$ cat config.mk
export PLATFORM = sky130hd
export DESIGN_NAME = rr_arb4_lock
export DESIGN_NICKNAME = d
export VERILOG_FILES = /design/src/rtl/rr_arb4_lock.sv
export SDC_FILE = /design/constraint.sdc
export NUM_CORES = 1
export LEC_CHECK = 0
export CORE_AREA = 5 5 47 49
export DETAILED_ROUTE_END_ITERATION = 8
export DIE_AREA = 0 0 52 54
export GPL_TIMING_DRIVEN = 0
export PLACE_DENSITY_LB_ADDON = 0.05
export SYNTH_ARGS = -nofsm -noshare
export SYNTH_HDL_FRONTEND = slang
export SYNTH_SLANG_ARGS = --single-unit
$ cat constraint.sdc
create_clock -name clk -period 2.5 [get_ports clk]
set_clock_uncertainty 0.05 [all_clocks]
set_input_delay 0.5 -clock clk [delete_from_list [all_inputs] [get_ports clk]]
set_output_delay 0.5 -clock clk [all_outputs]
set_load 0.03 [all_outputs]
$ cat src/rtl/rr_arb4_lock.sv
// rr_arb4_lock: 4-requester round-robin arbiter with grant locking and a hold
// timeout. Produces a registered one-hot grant and its enable for the
// downstream 4:2 encoder stage. A 1-cycle timeout pulse follows a forced
// release.
//
// Handshake: req is level-sensitive. A requester keeps req[n] high for as long
// as it wants the resource. It ends its transaction either by pulsing done
// while it holds the grant or by dropping req[n]. If it reaches MAX_HOLD
// consecutive grant cycles, the arbiter takes the grant back.
module rr_arb4_lock #(
  parameter int MAX_HOLD = 8
) (
  input  logic       clk,
  input  logic       rst,
  input  logic [3:0] req,
  input  logic       done,
  output logic [3:0] gnt,
  output logic       gnt_en,
  output logic       timeout,
  output logic       dbg_state
);

  localparam int CNT_W = $clog2(MAX_HOLD);

  typedef enum logic {
    ST_IDLE  = 1'b0,
    ST_GRANT = 1'b1
  } state_t;

  state_t           r_state;
  logic [1:0]       r_ptr;
  logic [1:0]       r_win;
  logic [CNT_W-1:0] r_hold_cnt;
  logic [3:0]       r_gnt;
  logic             r_gnt_en;
  logic             r_timeout;

  logic [7:0]       w_dbl;
  logic [3:0]       w_rot;
  logic [1:0]       w_off;
  logic [1:0]       w_win;
  logic             w_rel_done;
  logic             w_rel_drop;
  logic             w_rel_max;
  logic             w_release;

  // Rotate requests so that bit 0 is the current top-priority requester.
  assign w_dbl = {req, req};
  assign w_rot = w_dbl[{1'b0, r_ptr} +: 4];

  // Lowest set bit of the rotated vector is the offset from ptr to the winner.
  always_comb begin
    w_off = 2'd0;
    if (w_rot[0])      w_off = 2'd0;
    else if (w_rot[1]) w_off = 2'd1;
    else if (w_rot[2]) w_off = 2'd2;
    else if (w_rot[3]) w_off = 2'd3;
  end

  assign w_win = r_ptr + w_off;

  // Release causes for the current holder. Only the forced cause on its own
  // produces a timeout pulse.
  assign w_rel_done = done;
  assign w_rel_drop = ~req[r_win];
  assign w_rel_max  = (r_hold_cnt == CNT_W'(MAX_HOLD - 1));
  assign w_release  = w_rel_done | w_rel_drop | w_rel_max;

  // Arbitration FSM. All outputs are registered alongside the state.
  always_ff @(posedge clk) begin
    if (rst) begin
      r_state    <= ST_IDLE;
      r_ptr      <= 2'd0;
      r_win      <= 2'd0;
      r_hold_cnt <= '0;
      r_gnt      <= 4'b0000;
      r_gnt_en   <= 1'b0;
      r_timeout  <= 1'b0;
    end else begin
      r_timeout <= 1'b0;
      case (r_state)
        ST_IDLE: begin
          if (req != 4'b0000) begin
            r_win      <= w_win;
            r_gnt      <= 4'b0001 << w_win;
            r_gnt_en   <= 1'b1;
            r_hold_cnt <= '0;
            r_state    <= ST_GRANT;
          end
        end
        ST_GRANT: begin
          if (w_release) begin
            r_gnt     <= 4'b0000;
            r_gnt_en  <= 1'b0;
            r_ptr     <= r_win + 2'd1;
            r_timeout <= w_rel_max & ~w_rel_done & ~w_rel_drop;
            r_state   <= ST_IDLE;
          end else begin
            r_hold_cnt <= r_hold_cnt + CNT_W'(1);
          end
        end
        default: begin
          r_state  <= ST_IDLE;
          r_gnt    <= 4'b0000;
          r_gnt_en <= 1'b0;
        end
      endcase
    end
  end

  assign gnt       = r_gnt;
  assign gnt_en    = r_gnt_en;
  assign timeout   = r_timeout;
  assign dbg_state = r_state;

endmodule

Word-level counts from Yosys, hierarchy flattened
Index checks and enable logic that the tools add are counted.

Bits of input ports: 7. Logic and storage cells: 49. Bits in registers: 14. Output and inout port bits: 7.

Mux-type cells: 18. Reduce and logical (&&, ||, !) cells: 6. Order comparisons: 1. Bitwise logic cells: 8. Shift operators: 2. Eq/ne operators: 4. Add/sub/neg operators: 3.

Operators by type and width (count): 2-to-1 mux 2 bit (4); 2-to-1 mux 4 bit (2); one-hot mux 4 bit (2 select lines) (1); AND reduction 2 bit (4); variable part select 8 x 3 -> 4 bit (1); 2-to-1 mux 3 bit (2); one-hot mux 3 bit (2 select lines) (1); 2-to-1 mux 1 bit (5); inequality test 2 bit (second input constant) (2); inverter 1 bit (4); one-hot mux 1 bit (2 select lines) (2); nonzero test 4 bit (1); left shift 1 x 2 -> 4 bit (first input constant) (1); adder 3 x 1 -> 3 bit (second input constant) (1); == test 3 bit (second input constant) (1); < comparator 2 x 3 -> 1 bit (second input constant) (1); OR reduction 3 bit (1); adder 2 x 1 -> 2 bit (second input constant) (1); adder 2 bit (1); bitwise AND 1 bit (2); binary-select mux 1 bit (select 2 bit) (1); inequality test 2 x 1 -> 1 bit (second input constant) (1); bitwise OR 1 bit (2).

Logic depth before layout (Yosys ltp)
Depth after elaboration: 9. Mapped depth: 9. Gate-level depth less buffers: 8.

Worst setup path after synthesis
No wires, ideal clock.

Path type: input -> register. From: in req[2]. To: reg r_gnt[2] (netlist: gnt[2]). Stages: 9. Data required time: 2.329 ns. Slack: 0.389 ns. Data arrival time: 1.940 ns. Cell sequence: buf_2 nor2_1 nor3_1 a21oi_1 o21ai_0 ha_1 xnor2_1 xnor2_1 a2bb2o_1.

Cells in the longest elaborated chain, start to end: 9. Elaborated cells between the ends (all ways): 18.

Ends and longest elaborated chain: from (decl) (line 15) `input logic [3:0] req,`; variable part select 8 x 3 -> 4 bit (line 49) `assign w_rot = w_dbl[{1'b0, r_ptr} +: 4];`; 2-to-1 mux 2 bit (line 57) `else if (w_rot[3]) w_off = 2'd3;`; 2-to-1 mux 2 bit (line 56) `else if (w_rot[2]) w_off = 2'd2;`; 2-to-1 mux 2 bit (line 55) `else if (w_rot[1]) w_off = 2'd1;`; 2-to-1 mux 2 bit (line 54) `if (w_rot[0]) w_off = 2'd0;`; adder 2 bit (line 60) `assign w_win = r_ptr + w_off;`; left shift 1 x 2 -> 4 bit (line 85) `r_gnt <= 4'b0001 << w_win;`; 2-to-1 mux 4 bit (line 83) `if (req != 4'b0000) begin`; one-hot mux 4 bit (2 select lines) (line 81) `case (r_state)`; to (signal assigned) (line 85); to (decl) (line 34) `logic [3:0] r_gnt;`.

Parallel ways exist; a longest one is shown, timed or not. The select of a mux whose other input is x is not followed. A chain may end at the register's enable or synchronous reset.

Worst setup path after layout
From: reg r_ptr[0]. To: reg r_gnt[2] (netlist: gnt[2]).

Cells in the longest elaborated chain, start to end: 9.

Ends and longest elaborated chain: from (decl) (line 31) `logic [1:0] r_ptr;`; from (signal assigned) (line 95) `r_ptr <= r_win + 2'd1;`; variable part select 8 x 3 -> 4 bit (line 49); 2-to-1 mux 2 bit (line 57); 2-to-1 mux 2 bit (line 56); 2-to-1 mux 2 bit (line 55); 2-to-1 mux 2 bit (line 54); adder 2 bit * (line 60); net w_win[0] (line 41) `logic [1:0] w_win;`; left shift 1 x 2 -> 4 bit * (line 85); 2-to-1 mux 4 bit * (line 83); one-hot mux 4 bit (2 select lines) * (line 81).

Mark *: on every way through the listed nets, which the timed path passes. The rest lies on a longest branch. The select of a mux whose other input is x is not followed.

==> results.txt <==
Worst Setup Path Type - reg -> reg
Synth Flop Type - dfxtp_1
Row count - 16
Max-Cap Viols - 0
DR vias - 704
Number of vias per cell - 5.254
Largest area contributor in the netlist - dfxtp_1
Drt initial violations - 9
Asr flop ratio synth - 0%
Fin nets - 118
First-pass GRT wire length - 2849 µm
Final GP Congestion - 0.7487
DP Worst Slack - -283.8 ps
Drt pass-1 iters - 4
Largest net degree at the start of global routing - 11
Req. time, crit path - 2670 ps
Final cell count without fillers - 134
Gr ovfl total - 0
Worst slew pin tran - 509.0 ps
Status - complete, no violations
Final wirelength - 1615 µm
Skew-Pair Late Insertion Delay - 270 ps
Final non-filler cell area - 993.5 µm²
Top Ports - 14
Global Route Usage Sum - 13.38%
Post-Syn Area per Cell - 8.745 µm²
Starting Density - 44.64%
ANT nets after route - 0
Die width - 52 µm
Number of diodes - 0
Yosys cell types - 34
Synth Cell Area - 813.3 µm²
Area Overhead vs Synth - 22.15%
Fraction of layout cells with a size suffix above 1 - 13.08%
Setup TNS - 0 ps
Hold/Removal Path Class - reg -> reg
Fin crit period - 2097 ps
CP Capture Type - register
Sequential cell area - 280.3 µm²
Final setup margin - 403.0 ps
Warnings from Yosys - 0
Die area - 2808 µm²
Avg WL per Cell - 12.05 µm
Root Driver - clkbuf_4
Startpoint Class - register
Fill cells - 167
Syn_nets - 103
Die height - 54 µm
Worst rel slew slack - 66.07%
P_leak - 0.4104 nW
Hold WS - 427.8 ps
Crit path DAT - 2270 ps
Final critical-path share of the clock period - 83.88%
Initial antenna violation count - 0
Placed Cells - 130
Residual DRC - 0
CTS tree - done
Max clock buf depth - 2
# clock sinks - 14
Critical path peak fanout - 10
Number of global-route vias before repair - 684
Top cell type's share of synthesized area - 34.46%
Pins Over Slew Limit - 0
Fmax - 476.9 MHz
H-tree depth - 1
PortBufs - 10
Clock-pin slew on the worst setup and hold paths - 80 ps
VDD IR-drop max - 0.0003569 V
Synth area leaders - dfxtp_1 34%, nor2_1 6.5%, buf_6 5.5%
RSZ-0062 raised after global routing - false
Hold Fails Final Rpt - 0
Core area - 1822 µm²
Hold-fix buffers, CTS - 0
Area of the multi-input gates - 466.7 µm²
Post-placement cell area - 947.2 µm²
Final HPWL DP - 1231 µm
Sequential share of the synthesized area - 34.46%
Total Power - 0.6503 mW
P per Cell Area - 654.6 nW/µm²
Utilization after layout - 54.53%
Synth Register Bits - 14
CTS buffer count - 3
Post-synth EDFFs - 0
Cells after synthesis - 93
Final setup fails - 0
[final timing paths]
check | depth (start not counted) | startpoint | slack, ps | end
hold / removal | 1 | gnt[1] | 430 | gnt[1]
hold reg to reg | 1 | gnt[1] | 430 | gnt[1]
setup reg to reg | 7 | r_ptr[0] | 400 | gnt[2]
setup / recovery | 7 | r_ptr[0] | 400 | gnt[2]
[report_power, final]
part | switching, mW | total [mW] | internal (mW) | leakage, nW
logic | 0.119 | 0.224 | 0.105 | 0.275
registers | 0.0199 | 0.268 | 0.248 | 0.115
clock network | 0.0695 | 0.158 | 0.0885 | 0.0210
[what timing repair did]
item	CTS	global route
buffers inserted	0	0
endpoints found under the setup margin	0	4
resized for setup	0	2
[registers in the layout (all words and copies together) (netlist names)]
name        flops
gnt_en          1
r_ptr           2
gnt             4
dbg_state       1
r_hold_cnt      3
r_win           2
timeout         1
[Yosys cell counts, types with 2 or more instances]
cell	instances
mux2i_1	2
o32ai_1	2
o21ai_0	2
nand2_1	5
buf_2	2
ha_1	3
nand2b_1	2
nor2_1	14
buf_6	4
dfxtp_1	14
xnor2_1	3
a21oi_1	6
nor3_1	4
inv_1	4
a211oi_1	2
nand3_1	6
[routing by layer]
layer / up-vias / routed length, µm / global-route usage [%]
met2: 10 / 737 / 21.55
li1: 368 / - / -
met4: 0 / 15 / 5.240
met3: 2 / 49 / 1.939
met5: - / 0 / 0
met1: 324 / 812 / 17.91
[cell families after synthesis]
| group | count (synthesis) | share of synthesized area, % |
|---|---|---|
| buf+inv | 11 | 9.076 |
| flops | 14 | 34.46 |
| simple gates | 38 | 23.54 |
| xor+xnor | 3 | 3.231 |
| mux | 4 | 7.078 |
| fa+ha+maj | 3 | 4.616 |
| compound gates | 20 | 18.00 |
[worst max-delay path: stages (launching register included)]
cell      delay, ps
dfxtp_1         350
buf_2           210
nor3_1           80
a311oi_1        240
o21ai_0         120
ha_1            360
or3_1           370
a2bb2o_1        250
[cell type report]
type | instances | share of cell area [%]
tap | 27 | 3.401
inverter | 4 | 1.511
clock buffer | 4 | 3.652
buffer | 7 | 5.919
multi-input combinational | 68 | 46.98
sequential | 14 | 28.21
timing repair buffer | 10 | 10.33
[placed cells by master, fill, tap and decap left out]
| cell type | Yosys | layout |
|---|---|---|
| o32ai_1 | 2 | 2 |
| buf_6 | 4 | 4 |
| a22o_1 | 1 | 1 |
| mux2_2 | 1 | 1 |
| a21oi_1 | 6 | 6 |
| a2bb2o_1 | 1 | 1 |
| mux2i_1 | 2 | 2 |
| nor2b_1 | 1 | 1 |
| xnor2_1 | 3 | 2 |
| nand2_1 | 5 | 5 |
| and4_1 | 1 | 1 |
| dfxtp_1 | 14 | 14 |
| a21o_1 | 1 | 1 |
| clkbuf_1 | 1 | 1 |
| o2bb2ai_1 | 1 | 1 |
| a32oi_1 | 1 | 1 |
| nor2_1 | 14 | 14 |
| buf_2 | 2 | 2 |
| ha_1 | 3 | 3 |
| nand3_1 | 6 | 6 |
| and3_1 | 1 | 1 |
| o21ai_0 | 2 | 2 |
| o311a_1 | 1 | 1 |
| a211oi_1 | 2 | 2 |
| clkbuf_8 | 0 | 1 |
| xnor2_2 | 0 | 1 |
| nor4_1 | 1 | 1 |
| clkdlybuf4s50_1 | 0 | 9 |
| nor3_1 | 4 | 4 |
| a32o_2 | 1 | 1 |
| nand2b_1 | 2 | 2 |
| or4_1 | 1 | 1 |
| a311oi_1 | 1 | 1 |
| or3_1 | 1 | 1 |
| inv_1 | 4 | 4 |
| nor3_4 | 1 | 1 |
| mux4_1 | 1 | 1 |
| dlymetal6s2s_1 | 0 | 1 |
| clkbuf_4 | 0 | 3 |
No activity file was read; power rests on OpenSTA's default activity.
